**src/rtl/sync_fifo_buffer_if.sv**
```systemverilog
// Handshake and status bundle between a producer/consumer pair and the FIFO.
// master: the client side (drives requests and write data, observes status).
// slave : the FIFO side (accepts requests, returns read data and status).
// Ports carried: flush, write_enable, data_in, read_enable, data_out,
// data_valid, full, empty, almost_full, almost_empty, count, overflow, underflow.
interface sync_fifo_buffer_if #(
    parameter int unsigned DATA_WIDTH = 32,
    parameter int unsigned ADDR_WIDTH = 7
);
    logic                  flush;
    logic                  write_enable;
    logic [DATA_WIDTH-1:0] data_in;
    logic                  read_enable;
    logic [DATA_WIDTH-1:0] data_out;
    logic                  data_valid;
    logic                  full;
    logic                  empty;
    logic                  almost_full;
    logic                  almost_empty;
    logic [ADDR_WIDTH:0]   count;
    logic                  overflow;
    logic                  underflow;

    modport master (
        output flush, write_enable, data_in, read_enable,
        input  data_out, data_valid, full, empty, almost_full, almost_empty,
               count, overflow, underflow
    );

    modport slave (
        input  flush, write_enable, data_in, read_enable,
        output data_out, data_valid, full, empty, almost_full, almost_empty,
               count, overflow, underflow
    );
endinterface

```
**src/rtl/sync_fifo_buffer.sv**
```systemverilog
// Single-clock pointer-managed FIFO with registered read data, occupancy count,
// programmable almost-full/almost-empty, overflow/underflow pulses and flush.
// Ports:
//   clk   - rising-edge clock
//   reset - synchronous active-high reset
//   fifo  - sync_fifo_buffer_if.slave (requests in, data/status out)
// full/empty/almost_* are decodes of the registered count; all else registered.
module sync_fifo_buffer #(
    parameter int unsigned DATA_WIDTH = 32,
    parameter int unsigned ADDR_WIDTH = 7,
    parameter int unsigned AF_LEVEL   = (2 ** ADDR_WIDTH) - 4,
    parameter int unsigned AE_LEVEL   = 4
) (
    input  logic              clk,
    input  logic              reset,
    sync_fifo_buffer_if.slave fifo
);
    localparam int unsigned DEPTH = 2 ** ADDR_WIDTH;
    localparam int unsigned CNT_W = ADDR_WIDTH + 1;

    logic [DATA_WIDTH-1:0] mem [DEPTH];

    logic [ADDR_WIDTH-1:0] wr_ptr_q;
    logic [ADDR_WIDTH-1:0] rd_ptr_q;
    logic [CNT_W-1:0]      count_q;
    logic [DATA_WIDTH-1:0] data_out_q;
    logic                  data_valid_q;
    logic                  overflow_q;
    logic                  underflow_q;

    logic full_c;
    logic empty_c;
    logic wr_acc_c;
    logic rd_acc_c;

    // Status decode straight off the count register.
    assign full_c   = (count_q == CNT_W'(DEPTH));
    assign empty_c  = (count_q == '0);

    // A write on full is still taken when a read frees a slot the same edge.
    assign wr_acc_c = fifo.write_enable && (!full_c || fifo.read_enable);
    assign rd_acc_c = fifo.read_enable && !empty_c;

    // Storage array; never reset, writes suppressed during reset/flush.
    always_ff @(posedge clk) begin
        if (!reset && !fifo.flush && wr_acc_c) begin
            mem[wr_ptr_q] <= fifo.data_in;
        end
    end

    // Pointers, count, read data and event pulses.
    always_ff @(posedge clk) begin
        if (reset || fifo.flush) begin
            wr_ptr_q     <= '0;
            rd_ptr_q     <= '0;
            count_q      <= '0;
            data_out_q   <= '0;
            data_valid_q <= 1'b0;
            overflow_q   <= 1'b0;
            underflow_q  <= 1'b0;
        end else begin
            if (wr_acc_c) begin
                wr_ptr_q <= wr_ptr_q + ADDR_WIDTH'(1);
            end
            if (rd_acc_c) begin
                rd_ptr_q   <= rd_ptr_q + ADDR_WIDTH'(1);
                data_out_q <= mem[rd_ptr_q];
            end
            data_valid_q <= rd_acc_c;
            case ({wr_acc_c, rd_acc_c})
                2'b10:   count_q <= count_q + CNT_W'(1);
                2'b01:   count_q <= count_q - CNT_W'(1);
                default: count_q <= count_q;
            endcase
            overflow_q  <= fifo.write_enable && full_c && !fifo.read_enable;
            underflow_q <= fifo.read_enable && empty_c;
        end
    end

    assign fifo.data_out     = data_out_q;
    assign fifo.data_valid   = data_valid_q;
    assign fifo.count        = count_q;
    assign fifo.overflow     = overflow_q;
    assign fifo.underflow    = underflow_q;
    assign fifo.full         = full_c;
    assign fifo.empty        = empty_c;
    assign fifo.almost_full  = (count_q >= CNT_W'(AF_LEVEL));
    assign fifo.almost_empty = (count_q <= CNT_W'(AE_LEVEL));
endmodule
```
**src/flat_wrapper.sv**
```systemverilog
// flat-port wrapper written by rule: the top's interface ports become plain ports
module sync_fifo_buffer_flat 
#(
    parameter int unsigned DATA_WIDTH = 32,
    parameter int unsigned ADDR_WIDTH = 7,
    parameter int unsigned AF_LEVEL   = (2 ** ADDR_WIDTH) - 4,
    parameter int unsigned AE_LEVEL   = 4
)
  (clk, reset, fifo_flush, fifo_write_enable, fifo_data_in, fifo_read_enable, fifo_data_out, fifo_data_valid, fifo_full, fifo_empty, fifo_almost_full, fifo_almost_empty, fifo_count, fifo_overflow, fifo_underflow);
  sync_fifo_buffer_if #(.DATA_WIDTH(DATA_WIDTH), .ADDR_WIDTH(ADDR_WIDTH)) fifo_i ();
  input  logic clk;
  input  logic reset;
  input wire logic [$bits(fifo_i.flush)-1:0] fifo_flush;
  input wire logic [$bits(fifo_i.write_enable)-1:0] fifo_write_enable;
  input wire logic [$bits(fifo_i.data_in)-1:0] fifo_data_in;
  input wire logic [$bits(fifo_i.read_enable)-1:0] fifo_read_enable;
  output wire logic [$bits(fifo_i.data_out)-1:0] fifo_data_out;
  output wire logic [$bits(fifo_i.data_valid)-1:0] fifo_data_valid;
  output wire logic [$bits(fifo_i.full)-1:0] fifo_full;
  output wire logic [$bits(fifo_i.empty)-1:0] fifo_empty;
  output wire logic [$bits(fifo_i.almost_full)-1:0] fifo_almost_full;
  output wire logic [$bits(fifo_i.almost_empty)-1:0] fifo_almost_empty;
  output wire logic [$bits(fifo_i.count)-1:0] fifo_count;
  output wire logic [$bits(fifo_i.overflow)-1:0] fifo_overflow;
  output wire logic [$bits(fifo_i.underflow)-1:0] fifo_underflow;
  assign fifo_i.flush = fifo_flush;
  assign fifo_i.write_enable = fifo_write_enable;
  assign fifo_i.data_in = fifo_data_in;
  assign fifo_i.read_enable = fifo_read_enable;
  assign fifo_data_out = fifo_i.data_out;
  assign fifo_data_valid = fifo_i.data_valid;
  assign fifo_full = fifo_i.full;
  assign fifo_empty = fifo_i.empty;
  assign fifo_almost_full = fifo_i.almost_full;
  assign fifo_almost_empty = fifo_i.almost_empty;
  assign fifo_count = fifo_i.count;
  assign fifo_overflow = fifo_i.overflow;
  assign fifo_underflow = fifo_i.underflow;
  sync_fifo_buffer #(.DATA_WIDTH(DATA_WIDTH), .ADDR_WIDTH(ADDR_WIDTH), .AF_LEVEL(AF_LEVEL), .AE_LEVEL(AE_LEVEL)) u_core (.clk(clk), .reset(reset), .fifo(fifo_i));
endmodule
```
**config.mk**
```make
export PLATFORM = sky130hd
export DESIGN_NAME = sync_fifo_buffer_flat
export DESIGN_NICKNAME = d
export VERILOG_FILES = /design/src/rtl/sync_fifo_buffer_if.sv /design/src/rtl/sync_fifo_buffer.sv /design/src/flat_wrapper.sv
export SDC_FILE = /design/constraint.sdc
export NUM_CORES = 2
export LEC_CHECK = 0
export CAP_MARGIN = 20
export CORE_ASPECT_RATIO = 1.4
export CORE_UTILIZATION = 45
export CTS_CLUSTER_SIZE = 14
export DETAILED_ROUTE_END_ITERATION = 7
export SYNTH_ARGS = -nofsm -noshare
export SYNTH_HDL_FRONTEND = slang
export SYNTH_SLANG_ARGS = --single-unit
```
**constraint.sdc**
```tcl
create_clock -name clk -period 4.83 [get_ports clk]
set_input_delay 0.7245 -clock clk [delete_from_list [all_inputs] [get_ports clk]]
set_output_delay 0.7245 -clock clk [all_outputs]
set_load 0.05 [all_outputs]
```
* Word level (Yosys, flattened, before mapping)
Memory sizes are Yosys's and may differ from the RTL's. A register that Yosys moved wholly into a read port is not among the register bits.
Cells that the tools add are included.
** Word-level totals
- Word-level logic and storage cells :: 35
- Memories :: 1
- Bits in registers :: 25
- RAM bits :: 4096
** Memory list
- u_core.mem :: depth 128, bits a word 32, read ports 1, clocked after memory_dff 1, write ports 1, line sync_fifo_buffer.sv:21 : logic [DATA_WIDTH-1:0] mem [DEPTH];
** Cells by class
- Reduce and logical (&&, ||, !) cells :: 16
- Add/subtract/negate cells :: 4
- Muxes and demuxes :: 3
- Eq/ne operators :: 3
- $lt $le $gt $ge :: 2
** Operators by type and width (number)
- case mux 8 bit (2 select lines) :: 1
- adder 7 x 1 -> 7 bit (second input constant) :: 2
- adder 8 x 1 -> 8 bit (second input constant) :: 1
- equality test 8 bit (second input constant) :: 1
- greater-or-equal comparator 8 x 7 -> 1 bit (second input constant) :: 1
- <= comparator 8 x 3 -> 1 bit (second input constant) :: 1
- zero test 8 bit :: 1
- subtractor 8 x 1 -> 8 bit (second input constant) :: 1
- logical AND 1 bit :: 7
- zero test 1 bit :: 5
- equality test 2 x 1 -> 1 bit (second input constant) :: 1
- equality test 2 bit (second input constant) :: 1
- logical OR 1 bit :: 2
- two-way mux 1 bit :: 2
- nonzero test 2 bit :: 1

* Longest topological paths before layout
- Depth after elaboration :: 7
- Depth in mapped cells :: 16
- Gate-level depth less buffers :: 14

* Worst setup path after synthesis
No wires, ideal clock.
- Path type :: register -> register
- From :: reg u_core.count_q[0], in the netlist u_core.fifo.count[0]
- To :: mem u_core.mem[64][0], enable pin
- Slack :: -0.692 ns
- Cell stages (with the launch flop) :: 6
- Period minus slack after synthesis :: 5.522 ns
- Data required time :: 4.328 ns
- Arrival time :: 5.020 ns
- Path through :: dfxtp_1 > nor3_1 > and3_1 > a21oi_1 > nand3_1 > nor4_1
** Between the ends
- Cells in the longest elaborated chain, start to end :: 7
** Ends and longest elaborated chain
- from (decl) :: line sync_fifo_buffer.sv:25 : logic [CNT_W-1:0] count_q;
- from (signal assigned) :: line sync_fifo_buffer.sv:71 : 2'b10: count_q <= count_q + CNT_W'(1);
- from (signal assigned) :: line sync_fifo_buffer.sv:72 : 2'b01: count_q <= count_q - CNT_W'(1);
- from (signal assigned) :: line sync_fifo_buffer.sv:73 : default: count_q <= count_q;
- equality test 8 bit :: line sync_fifo_buffer.sv:37 : assign full_c = (count_q == CNT_W'(DEPTH));
- named net fifo_full :: line flat_wrapper.sv:19 : output wire logic [$bits(fifo_i.full)-1:0] fifo_full;
- zero test 1 bit :: line sync_fifo_buffer.sv:41 : assign wr_acc_c = fifo.write_enable && (!full_c || fifo.read_enable);
- logical OR 1 bit :: line sync_fifo_buffer.sv:41
- logical AND 1 bit :: line sync_fifo_buffer.sv:41
- logical AND 1 bit :: line sync_fifo_buffer.sv:46 : if (!reset && !fifo.flush && wr_acc_c) begin
- two-way mux 1 bit :: line sync_fifo_buffer.sv:46
- two-way mux 1 bit (implied by the code) :: line sync_fifo_buffer.sv:47 : mem[wr_ptr_q] <= fifo.data_in;
- to (decl) :: line sync_fifo_buffer.sv:21
The timed path passes the listed nets, and every way through them passes these cells.

==> impl_metrics.csv <==
group,metric,value,unit
yosys,ys_ff_latch,4153,
critical_path,arrival,5.02,ns
global_routing,grt_max_degree,129,
critical_path,cp_cell_sequence,"buf_12 > buf_4 > mux4_2 > mux4_2 > mux2i_1 > nor2_1 > a2111oi_0 > a2111oi_0",
finish,final_layout_size_suffix_gt1_frac,0.272,
critical_path,cp_top_family,"multiplexers",
die,die_h,706,um
yosys,netlist_instances,7079,
global_routing,grt_pass1_wl,632,mm
global_routing,overflow,0,
die,rows,258,
yosys,yosys_warnings,0,
routing,wl_met3,33.5,mm
critical_path,end_kind,"flip-flop",
cts,clkSinkCount,4153,
cts,cts_tree,"done",
timing,finalHoldViolations,0,
yosys,synthArstFlopShare,0,
timing,drv_slew,0,
die,io_pins,84,
cts,clockBufferDepth,4,
min_path,holdPathStages,1,
cts,clkTransAtPathRegs,0.07,ns
routing,vias,78100,
cts,clk_latency,0.94,ns
timing,worst_pin_slew,1.22,ns
critical_path,critPathRequiredTime,5.60,ns
cts,hold_buffers,0,
yosys,postSynthAreaPerCell,22.5,um2
placement,dp_hpwl,272,mm
placement,portBuffers,83,
critical_path,cp-start-kind,"flip-flop",
die,start_util,0.452,
min_path,hp-start,"fifo_data_in[5]",
timing,fmax,0.235,GHz
routing,postRouteAntennaNets,0,
critical_path,critPathBufInv,2,
placement,dp_cells,11900,
routing,firstDrtPassIters,8,
routing,first_iter_violations,9766,
timing,rsz0062_at_grt,"false",
timing,tns,0,ns
critical_path,ff2ff_path_depth,8,
yosys,synth.distinct_cells,73,
yosys,ys.flop_type,"edfxtp_1",
finish,final_net_count,7640,
run_status,violations,"design-rule violations",
critical_path,worstReg2RegStart,"u_core.rd_ptr_q[1]",
critical_path,rrSetupSlack,0.58,ns
yosys,yosysSeqAreaShare,0.778,
cts,cts-root-buf,"clkbuf_16",
power_and_ir_drop,power,0.0703,W
critical_path,slowest_stage,"dfxtp_4",
routing,routed.top_layer,"met5",
critical_path,crit_path_max_fanout,43,
power_and_ir_drop,power_leakage,54.8,nW
power_and_ir_drop,p_per_area,389,mW/mm2
timing,hold_ws,0.128,ns
power_and_ir_drop,ir_worst_vdd,0.319,mV
timing,finalCriticalPeriod,4.25,ns
finish,fin_cells,12600,
critical_path,crit_type,"flip-flop to flip-flop",
yosys,syn_nets,7126,
yosys,syn_area,0.160,mm2
routing,wl_met1,169,mm
routing,routed_via_density,6.21,
global_routing,antenna_found_initial,26,
routing,detail_route.wirelength,457,mm
run_status,run_status,"complete, but fails checks",
routing,dr_wl_met2,231,mm
cts,cts_setup_buffers,0,
routing,route.detailed.wl_per_inst,36.4,um
die,die_x,505,um
timing,finalSetupViolCount,0,
routing,drc,36,
min_path,holdPathEnd,"u_core.mem[0][5]",
cts,cts-htree-levels,5,
timing,max-slew-margin-rel,0.187,
placement,gp_congestion,0.878,
timing,finalCritPeriodShare,0.880,
die,core,0.353,mm2
job,drv_cap,0,
global_routing,grt_pass1_vias,78600,
critical_path,r2r_end,"u_core.fifo.data_out[4]",
cts,ctsResizeCount,0,
critical_path,max_stage_delay,0.98,ns
finish,syn_to_final_growth,13.5,%
die,die_area,0.357,mm2
yosys,synth_edf_count,4096,
min_path,min_path_type,"input pin to flip-flop",
cts,numCtsBuffers,378,
global_routing,grt_use_total,0.255,
timing,finalClockSkew,0.0350,ns
==> worst reg2reg max path, cell delays in order, from the launching register on <==
cell and delay, ns:
dfxtp_4 0.98, buf_12 0.47, buf_4 0.37, mux4_2 0.34
mux4_2 0.48, mux2i_1 0.86, nor2_1 0.15, a2111oi_0 0.32
a2111oi_0 0.11
==> per-layer routing <==
| layer | track usage | vias up |
|---|---|---|
| li1 | - | 31100 |
| met1 | 0.324 | 42700 |
| met2 | 0.432 | 3524 |
| met3 | 0.0397 | 676 |
| met4 | 0.116 | 12 |
| met5 | 0 | - |
==> Yosys cell counts, drive strengths merged (8+ instances only) <==
| cell type | n | area (um2) |
|---|---|---|
| a2111oi | 29 | 287 |
| a211oi | 41 | 308 |
| a21oi | 104 | 521 |
| a221oi | 31 | 272 |
| a22o | 18 | 158 |
| a22oi | 90 | 676 |
| a31oi | 17 | 106 |
| and3 | 8 | 50.1 |
| buf | 268 | 2060 |
| clkbuf | 125 | 469 |
| dfxtp | 57 | 1140 |
| edfxtp | 4096 | 123000 |
| ha | 9 | 113 |
| inv | 12 | 45.0 |
| mux2 | 22 | 248 |
| mux2i | 336 | 3360 |
| mux4 | 990 | 22300 |
| nand2 | 183 | 697 |
| nand2b | 12 | 75.1 |
| nand3 | 24 | 120 |
| nor2 | 219 | 825 |
| nor2b | 17 | 106 |
| nor3 | 27 | 135 |
| o2111ai | 12 | 105 |
| o211ai | 39 | 293 |
| o21ai | 100 | 500 |
| o221ai | 40 | 350 |
| o22ai | 43 | 269 |
| o31ai | 12 | 90.1 |
| or2 | 9 | 56.3 |
| xnor2 | 8 | 70.1 |
==> where the power goes <==
part           switching (W)  leakage [nW]  internal [W]  total, W
Combinational        0.00127          11.9      0.000595   0.00186
Clock                 0.0130          5.66        0.0159    0.0289
Sequential         0.0000361          37.3        0.0396    0.0396
==> cell type report <==
type | instances | area [um2]
sequential | 4153 | 124000
fill | 27400 | 172000
multi-input combinational | 2518 | 33800
timing repair buffer | 527 | 5480
clock buffer | 484 | 10100
antenna | 15 | 37.5
clock inverter | 178 | 1480
inverter | 15 | 81.3
tap | 4680 | 5860
==> sequential cells by signal, indices dropped and copies added (netlist names) <==
signal and flops:
u_core.fifo.data_out 32, u_core.fifo.data_valid 1, u_core.mem 4096, u_core.fifo.underflow 1
u_core.fifo.overflow 1, u_core.rd_ptr_q 7, u_core.fifo.count 8, u_core.wr_ptr_q 7
==> stage by stage <==
stage	util	setup WS [ns]	instance area [um2]
global route	0.513	0.434	181000
detailed placement	0.480	0.588	169000
floorplan	-	0.191	160000
CTS	0.513	0.563	181000
finish	0.513	0.579	181000
global placement	0.480	0.539	169000
==> cells by family (layout without fill, tap and decap cells) <==
logic type,after synthesis,after routing,synth area share
other,0,15,0
and+or+nand+nor,531,531,0.0144
buffers and inverters,408,1204,0.0162
DFF,4153,4153,0.778
AOI/OAI and AO/OA,615,615,0.0268
xor gates and xnor gates,14,14,0.000769
muxes,1348,1348,0.163
adders and majority gates,10,10,0.000831
==> worst max path at each step <==
| stage | start | to | slack (ns) | cells after the start |
|---|---|---|---|---|
| after global routing | u_core.rd_ptr_q[1] | u_core.fifo.data_out[4] | 0.43 | 8 |
| final | u_core.rd_ptr_q[1] | u_core.fifo.data_out[4] | 0.58 | 8 |
| after CTS | u_core.rd_ptr_q[1] | u_core.fifo.data_out[4] | 0.56 | 8 |
| after global placement | u_core.rd_ptr_q[1] | u_core.fifo.data_out[21] | 0.54 | 7 |
| after detailed placement | u_core.rd_ptr_q[1] | u_core.fifo.data_out[4] | 0.59 | 8 |
| after floorplan | u_core.fifo.count[0] | u_core.mem[67][0] | 0.19 | 5 |
==> placed cells by master, fill, tap and decap left out, types with 13 or more instances in the layout <==
master / count
a31oi_1: 17
mux4_2: 976
clkinv_2: 54
nand3_1: 22
o22ai_1: 43
diode_2: 15
nor2_1: 91
a22o_1: 18
bufinv_16: 21
a22oi_1: 90
clkinv_1: 84
nand2_1: 176
clkbuf_16: 387
a2111oi_0: 19
buf_12: 111
a211oi_1: 41
o21ai_0: 95
mux2_2: 22
nor2b_1: 13
o221ai_1: 40
a21oi_1: 104
nor2_4: 126
clkbuf_1: 91
buf_4: 362
nor3_1: 26
a221oi_1: 31
dfxtp_1: 50
mux4_1: 14
edfxtp_1: 4096
mux2i_1: 336
clkdlybuf4s50_1: 51
o211ai_1: 39
Note: power is estimated with default switching activity, not from simulation.
